===== config.mk =====
export PLATFORM = sky130hd
export DESIGN_NAME = cacheline_burst_adaptor
export DESIGN_NICKNAME = d
export VERILOG_FILES = /design/src/rtl/cacheline_burst_adaptor.sv
export SDC_FILE = /design/constraint.sdc
export NUM_CORES = 1
export LEC_CHECK = 0
export CORE_AREA = 3 3 279 281
export CTS_CLUSTER_SIZE = 14
export DETAILED_ROUTE_END_ITERATION = 10
export DIE_AREA = 0 0 282 284
export DONT_BUFFER_PORTS = 1
export HOLD_SLACK_MARGIN = 0.08
export SLEW_MARGIN = 20
export SYNTH_ARGS = -nofsm -noshare
export SYNTH_HDL_FRONTEND = slang
export SYNTH_SLANG_ARGS = --single-unit

===== constraint.sdc =====
create_clock -name clk -period 5.99 [get_ports clk]
set_clock_uncertainty 0.1 [all_clocks]
set_input_delay 1.797 -clock clk [delete_from_list [all_inputs] [get_ports clk]]
set_output_delay 1.797 -clock clk [all_outputs]
set_load 0.05 [all_outputs]

===== src/rtl/cacheline_burst_adaptor.sv =====
`default_nettype none
// ============================================================================
// Module  : cacheline_burst_adaptor
// Brief   : Splits one cacheline read/write into a BEATS-long burst on the
//           DRAM-side bus. Optional watchdog enabled by `define BURST_TIMEOUT_EN.
// Revision: 1.0 - initial release
// ============================================================================
module cacheline_burst_adaptor #(
  parameter int LINE_WIDTH     = 256,
  parameter int BEAT_WIDTH     = 64,
  parameter int TIMEOUT_CYCLES = 1023
) (
  input  logic                  clk,
  input  logic                  reset_n,
  input  logic [31:0]           line_address,
  input  logic                  line_read,
  input  logic                  line_write,
  input  logic [LINE_WIDTH-1:0] line_wdata,
  output logic [LINE_WIDTH-1:0] line_rdata,
  output logic                  line_resp,
  output logic                  line_err,
  output logic [31:0]           burst_address,
  output logic                  burst_read,
  output logic                  burst_write,
  output logic [BEAT_WIDTH-1:0] burst_wdata,
  input  logic [BEAT_WIDTH-1:0] burst_rdata,
  input  logic                  burst_resp
);

  localparam int C_BEATS       = LINE_WIDTH / BEAT_WIDTH;
  localparam int C_CNT_W       = $clog2(C_BEATS);
  localparam int C_OFFSET_BITS = $clog2(LINE_WIDTH / 8);
  localparam logic [31:0]        C_ADDR_MASK = ~((32'd1 << C_OFFSET_BITS) - 32'd1);
  localparam logic [C_CNT_W-1:0] C_LAST_BEAT = C_CNT_W'(C_BEATS - 1);

  if (C_BEATS < 2 || C_BEATS * BEAT_WIDTH != LINE_WIDTH || TIMEOUT_CYCLES < 2) begin : g_param_check
    $error("cacheline_burst_adaptor: illegal LINE_WIDTH/BEAT_WIDTH/TIMEOUT_CYCLES");
  end

  typedef enum logic [1:0] {
    ST_IDLE     = 2'd0,
    ST_RD_BURST = 2'd1,
    ST_WR_BURST = 2'd2,
    ST_DONE     = 2'd3
  } state_t;

  state_t                r_state;
  logic [C_CNT_W-1:0]    r_beat;
  logic [LINE_WIDTH-1:0] r_wdata;

`ifdef BURST_TIMEOUT_EN
  localparam int C_TMO_W = $clog2(TIMEOUT_CYCLES);
  localparam logic [C_TMO_W-1:0] C_TMO_LAST = C_TMO_W'(TIMEOUT_CYCLES - 1);
  logic [C_TMO_W-1:0] r_tmo;
`else
  assign line_err = 1'b0;
`endif

  // Write data is shifted down one beat per acknowledge, so the current beat is always the low slice.
  assign burst_wdata = r_wdata[BEAT_WIDTH-1:0];

  always_ff @(posedge clk or negedge reset_n) begin
    if (!reset_n) begin
      r_state       <= ST_IDLE;
      r_beat        <= '0;
      r_wdata       <= '0;
      line_rdata    <= '0;
      line_resp     <= 1'b0;
      burst_address <= '0;
      burst_read    <= 1'b0;
      burst_write   <= 1'b0;
`ifdef BURST_TIMEOUT_EN
      line_err      <= 1'b0;
      r_tmo         <= '0;
`endif
    end else begin
      case (r_state)
        ST_IDLE: begin
          r_beat <= '0;
`ifdef BURST_TIMEOUT_EN
          r_tmo  <= '0;
`endif
          if (line_write) begin
            r_state       <= ST_WR_BURST;
            burst_write   <= 1'b1;
            burst_address <= line_address & C_ADDR_MASK;
            r_wdata       <= line_wdata;
          end else if (line_read) begin
            r_state       <= ST_RD_BURST;
            burst_read    <= 1'b1;
            burst_address <= line_address & C_ADDR_MASK;
          end
        end

        ST_RD_BURST, ST_WR_BURST: begin
          if (burst_resp) begin
            r_beat <= r_beat + 1'b1;
            if (r_state == ST_RD_BURST) begin
              line_rdata[BEAT_WIDTH*r_beat +: BEAT_WIDTH] <= burst_rdata;
            end else begin
              r_wdata <= r_wdata >> BEAT_WIDTH;
            end
            if (r_beat == C_LAST_BEAT) begin
              r_state     <= ST_DONE;
              burst_read  <= 1'b0;
              burst_write <= 1'b0;
              line_resp   <= 1'b1;
            end
`ifdef BURST_TIMEOUT_EN
            r_tmo <= '0;
          end else if (r_tmo == C_TMO_LAST) begin
            r_state     <= ST_DONE;
            burst_read  <= 1'b0;
            burst_write <= 1'b0;
            line_resp   <= 1'b1;
            line_err    <= 1'b1;
          end else begin
            r_tmo <= r_tmo + 1'b1;
`endif
          end
        end

        ST_DONE: begin
          r_state   <= ST_IDLE;
          line_resp <= 1'b0;
          r_wdata   <= '0;
`ifdef BURST_TIMEOUT_EN
          line_err  <= 1'b0;
`endif
        end

        default: r_state <= ST_IDLE;
      endcase
    end
  end

endmodule
`default_nettype wire

After elaboration in Yosys (flattened, before gate mapping)
Cells that the tools add are included.

storage, ports and cells
  flip-flop bits (word level) = 551
  bits of input ports = 357
  output and inout bits = 356

operators by class
  $add $sub $neg = 2
  equal/unequal tests = 11
  shifts and indexed selects = 2
  multiplexer cells = 24
  reductions and logical operators = 13

operators by type and width
  operator                     number
  $mux W256                    3
  $pmux W256 S3                1
  $bwmux W256                  1
  $shift A64 B34 Y256 const A  1
  $shiftx A64 B34 Y256         1
  $mux W32                     2
  $neg A8 Y34                  1
  $ne A2 B2 Y1 const B         6
  $reduce_and A3 Y1            4
  $mux W2                      5
  $mux W1                      7
  $eq A2 B2 Y1 const B         3
  $pmux W1 S2                  3
  $pmux W2 S3                  1
  $reduce_bool A2 Y1           3
  $reduce_and A5 Y1            1
  $pmux W2 S2                  1
  $reduce_and A2 Y1            2
  $reduce_and A4 Y1            1
  $ne A3 B3 Y1 const B         1
  $add A2 B1 Y2 const B        1
  $eq A2 B1 Y1 const B         1
  $logic_not A2 Y1             1
  $reduce_or A2 Y1             1

Depth between registers and ports, before layout
  word-level depth = 4
  depth in mapped cells = 9
  gate-level depth less buffers = 5

Worst setup path before layout
Ideal clock, no wire load.

  path type = in2reg
  start point = input burst_resp
  end point = register r_wdata[186]
  library setup time = 0.128 ns
  arrival time = 3.021 ns
  slack = 2.741 ns
  cell stages on the path = 6
  path through = buf_4 inv_2 a221oi_2 buf_2 buf_4 mux2_1

on the way
  longest elaborated chain between the ends = 2

ends and longest elaborated chain
  item                         line  RTL
  from (decl)                  27    input logic burst_resp
  $ne A2 B2 Y1 (no line)       --
  $reduce_and A3 Y1 (no line)  --
  to (signal assigned)         87    r_wdata <= line_wdata;
  to (signal assigned)         101   r_wdata <= r_wdata >> BEAT_WIDTH;
  to (decl)                    49    logic [LINE_WIDTH-1:0] r_wdata;

Every way passes these cells.
A chain may end at the register's enable or synchronous reset.

==> run summary <==
PLACE
------------------------------------------------------------------------------------
PortBufs                                                                           0
Detailed placement HPWL                                                      43.6 mm
Setup WS pre-CTS                                                             2.18 ns
Final GP Congestion                                                            0.805
Placed standard-cell area                                                 23100 um^2

POWER AND IR DROP
------------------------------------------------------------------------------------
Portion of total power attributed to the clock network                         23.1%
Sequential group share of total power                                          49.4%
Combinational power share                                                      27.4%
Final Total Pwr                                                              15.7 mW
Switching portion of total power                                               43.3%
Internal power contribution                                                  8.93 mW
Static leakage power                                                         11.8 nW
Pwr dens                                                                 627 nW/um^2
Max rail drop VDD                                                             502 uV
Reported net switching power                                                 6.82 mW

GLOBAL ROUTE
------------------------------------------------------------------------------------
GRT overflow                                                                       0
Combined global-route utilization of all metal layers                          15.6%
Via count of the first global-routing pass                                     14051
Antenna violations before repair                                                   3
First-pass GRT wire length                                                   95.6 mm
Maximum number of pins on one net before global-route repair                     547

TIMING
------------------------------------------------------------------------------------
Worst slew slack as a fraction of its limit                                    -125%
Worst Tran Pin Value                                                         3.38 ns
Final worst-path setup slack                                                 2.34 ns
Final hold vios                                                                    0
Tcrit/Tclk final                                                               60.9%
Period minus WS final                                                        3.65 ns
F_max                                                                      0.274 GHz
Setup repair after global routing missed its margin                            false
Summed negative setup slack over all endpoints                                  0 ns
Count of final setup violators                                                     0
Number of max-slew violations in the final report                                398

HOLD PATH
------------------------------------------------------------------------------------
Hold endpoint                                                           r_wdata[103]$_DFFE_PN0P_
Class of the most critical hold timing path                             flop to flop
Hold path startpoint                                                    r_wdata[103]$_DFFE_PN0P_
Worst hold stages                                                                  1

DIE
------------------------------------------------------------------------------------
Number of cell rows                                                              101
Core box area                                                             75700 um^2
Boundary pin count                                                               713
DIE AREA                                                                  80100 um^2
Initial Utilization                                                            30.2%
Die width                                                                     282 um
Die Y-Extent                                                                  284 um

ROUTE
------------------------------------------------------------------------------------
# DRC                                                                              0
Overall routed net length                                                    65.3 mm
Drt first-iter violations                                                        934
Antenna-violating nets left                                                        0
Detailed-route wire length per cell                                          25.3 um
Overall via count from detail_route                                            13597
Count of TritonRoute iterations in the first routing pass                          4
Via count normalized by instance count                                          5.27

CLOCK NETWORK
------------------------------------------------------------------------------------
Clock buffer count from CTS                                                       59
Longest Clk Path Bufs                                                              3
CTS sink cnt                                                                     546
CTS root buffer                                                         sky130_fd_sc_hd__clkbuf_16
Setup repair bufs after CTS                                                        0
Clock-pin transition on the worst setup and hold timing paths                0.06 ns
CTS HTree Levels                                                                   2
TritonCTS clock tree                                                           built
Hold buffer count at cts                                                           0
Post-CTS resize count                                                              0
Worst-Skew Late Latency                                                      0.61 ns

LOGIC SYNTHESIS
------------------------------------------------------------------------------------
Yosys top cell area share                                                      59.7%
Prevailing post-synth register cell                                     sky130_fd_sc_hd__dfrtp_1
Parity-gate share of the synthesized area counting xor and xnor cells        0.0383%
Multiplexer share of the synthesized area                                      13.8%
Synth cell types                                                                  32
Synthesized area                                                          22900 um^2
Combinational family with the most area after synthesis                 compound AO/OA/AOI/OAI gates
Top cells by area in the synthesized netlist                            sky130_fd_sc_hd__dfrtp_1, sky130_fd_sc_hd__a22o_1, sky130_fd_sc_hd__mux2_2
Sequential-to-total area share from yosys stat                                 59.7%
Number of flops mapped to enable cells by yosys                                    0
Post-synthesis cell type with the largest combined area                 sky130_fd_sc_hd__dfrtp_1
Complex-gate fraction of the synthesized area                                  17.6%
Post-synthesis average cell area                                           13.7 um^2
Post-Synth Simple-Gate Area                                                    1.83%
Synth Register Bits                                                              546
Count of synthesis-stage warnings from yosys                                       0
Post-synthesis cell count                                                       1673
Async set-or-reset flop fraction in the synthesized netlist                     100%
Adder and majority cell fraction of the synthesized area                      0.602%

CRITICAL PATH
------------------------------------------------------------------------------------
Type of the setup path with the least slack                             input pin to async pin
RR Startpoint                                                           r_state[1]$_DFFE_PN0P_
Startpoint type of the worst setup path                                    input pin
Critical Path AT                                                             3.49 ns
CP Capture Type                                                            async pin
Reg2Reg Setup Slack                                                          3.06 ns
Endpoint of the lowest-slack register-to-register path                  line_rdata[134]$_DFFE_PN0P_
Number of cell instances on the worst register-to-register path                    7
Top fanout value on the critical path                                            546
Required @ worst endpoint                                                    5.83 ns

FINAL LAYOUT
------------------------------------------------------------------------------------
Synth-to-layout area growth                                                    9.75%
Fin nets                                                                        1918
Share of post-route cells with drive strength above 1                          17.1%
Summed area of non-filler cells in the final layout                       25100 um^2

OUTCOME
------------------------------------------------------------------------------------
Result of the run                                                       complete, but fails checks
Violated checks                                                         max-slew violations

JOB
------------------------------------------------------------------------------------
# Max-Cap Violations                                                               0

Yosys cell counts (2+ instances only):
cell type                    n
sky130_fd_sc_hd__o31ai_1     2
sky130_fd_sc_hd__nor4_4      3
sky130_fd_sc_hd__nor2b_1     2
sky130_fd_sc_hd__buf_4      91
sky130_fd_sc_hd__buf_6       6
sky130_fd_sc_hd__buf_1       3
sky130_fd_sc_hd__o21ai_0     3
sky130_fd_sc_hd__a22o_1    448
sky130_fd_sc_hd__nand3_1     4
sky130_fd_sc_hd__mux2_2    145
sky130_fd_sc_hd__buf_2      39
sky130_fd_sc_hd__mux2_1     76
sky130_fd_sc_hd__mux2i_1    66
sky130_fd_sc_hd__nand2b_1    4
sky130_fd_sc_hd__ha_1       11
sky130_fd_sc_hd__dfrtp_1   546
sky130_fd_sc_hd__a21oi_1     5
sky130_fd_sc_hd__nand2_1    69
sky130_fd_sc_hd__inv_1      72
sky130_fd_sc_hd__clkbuf_1   66
registers in the layout, summed over array words and instances (netlist names):
| register | cells |
|---|---|
| line_resp | 1 |
| r_state | 2 |
| r_beat | 2 |
| r_wdata | 256 |
| burst_address | 27 |
| burst_write | 1 |
| line_rdata | 256 |
| burst_read | 1 |
area by class of cell:
cell class	instances	area [um^2]
fill	7367	50600
sequential	546	13700
multi-input combinational	854	7820
clock buffer	85	1710
tap	978	1220
inverter	73	274
clock inverter	25	251
timing repair buffer	16	158
antenna	1	2.50
how the worst max path moves through the flow:
stage | start | to | slack [ns] | cells after the start
after CTS | line_rdata[90]$_DFFE_PN0P_ | line_rdata[90] | 2.54 | 0
after detailed placement | burst_resp | line_rdata[134]$_DFFE_PN0P_ | 2.18 | 5
after global routing | burst_write$_DFFE_PN0P_ | burst_write | 2.56 | 0
final | reset_n | r_wdata[142]$_DFFE_PN0P_ | 2.34 | 0
after global placement | burst_resp | line_rdata[136]$_DFFE_PN0P_ | 2.25 | 5
after floorplan | burst_resp | r_wdata[186]$_DFFE_PN0P_ | 2.74 | 6
power by group through the flow:
stage	logic (mW)	clock network, mW	registers (mW)
global placement	4.20	0	7.85
floorplan	4.46	0	6.97
detailed placement	4.38	0	7.85
finish	4.32	3.64	7.79
global route	4.72	3.92	7.91
CTS	4.37	3.76	7.80
cell families (layout without fill, tap and decap cells):
| logic type | Yosys count | in the layout |
|---|---|---|
| buf+inv | 278 | 199 |
| xor+xnor | 1 | 1 |
| simple gates | 87 | 87 |
| fa+ha+maj | 11 | 11 |
| flops | 546 | 546 |
| compound gates | 462 | 462 |
| other cells | 1 | 7 |
| mux | 287 | 287 |
layer usage:
| metal | track usage [%] | share of wire (%) | vias to the layer above |
|---|---|---|---|
| met5 | 0 | 0.031 | - |
| met3 | 5.46 | 9.9 | 129 |
| met1 | 18.8 | 38 | 6987 |
| met2 | 25.4 | 48 | 657 |
| met4 | 6.34 | 4.1 | 2 |
| li1 | - | - | 5822 |
through the flow:
step | hold slack [ns] | cells | util (%)
finish | 0.383 | 2578 | 33.2
global route | 0.402 | 2578 | 33.2
CTS | 0.389 | 2577 | 33.2
detailed placement | 0.376 | 2467 | 30.6
global placement | 0.368 | 2467 | 30.6
floorplan | 0.359 | 1678 | -
layout by cell type, fill, tap and decap left out, types with 13 or more instances in the layout:
master,netlist,routed
sky130_fd_sc_hd__dfrtp_1,546,546
sky130_fd_sc_hd__a22o_1,448,448
sky130_fd_sc_hd__mux2_2,145,145
sky130_fd_sc_hd__mux2_1,76,76
sky130_fd_sc_hd__inv_1,72,72
sky130_fd_sc_hd__nand2_1,69,69
sky130_fd_sc_hd__mux2i_1,66,66
sky130_fd_sc_hd__clkbuf_16,0,59
sky130_fd_sc_hd__clkbuf_8,0,14
sky130_fd_sc_hd__buf_4,91,13
(Power assumes the default switching activity.)
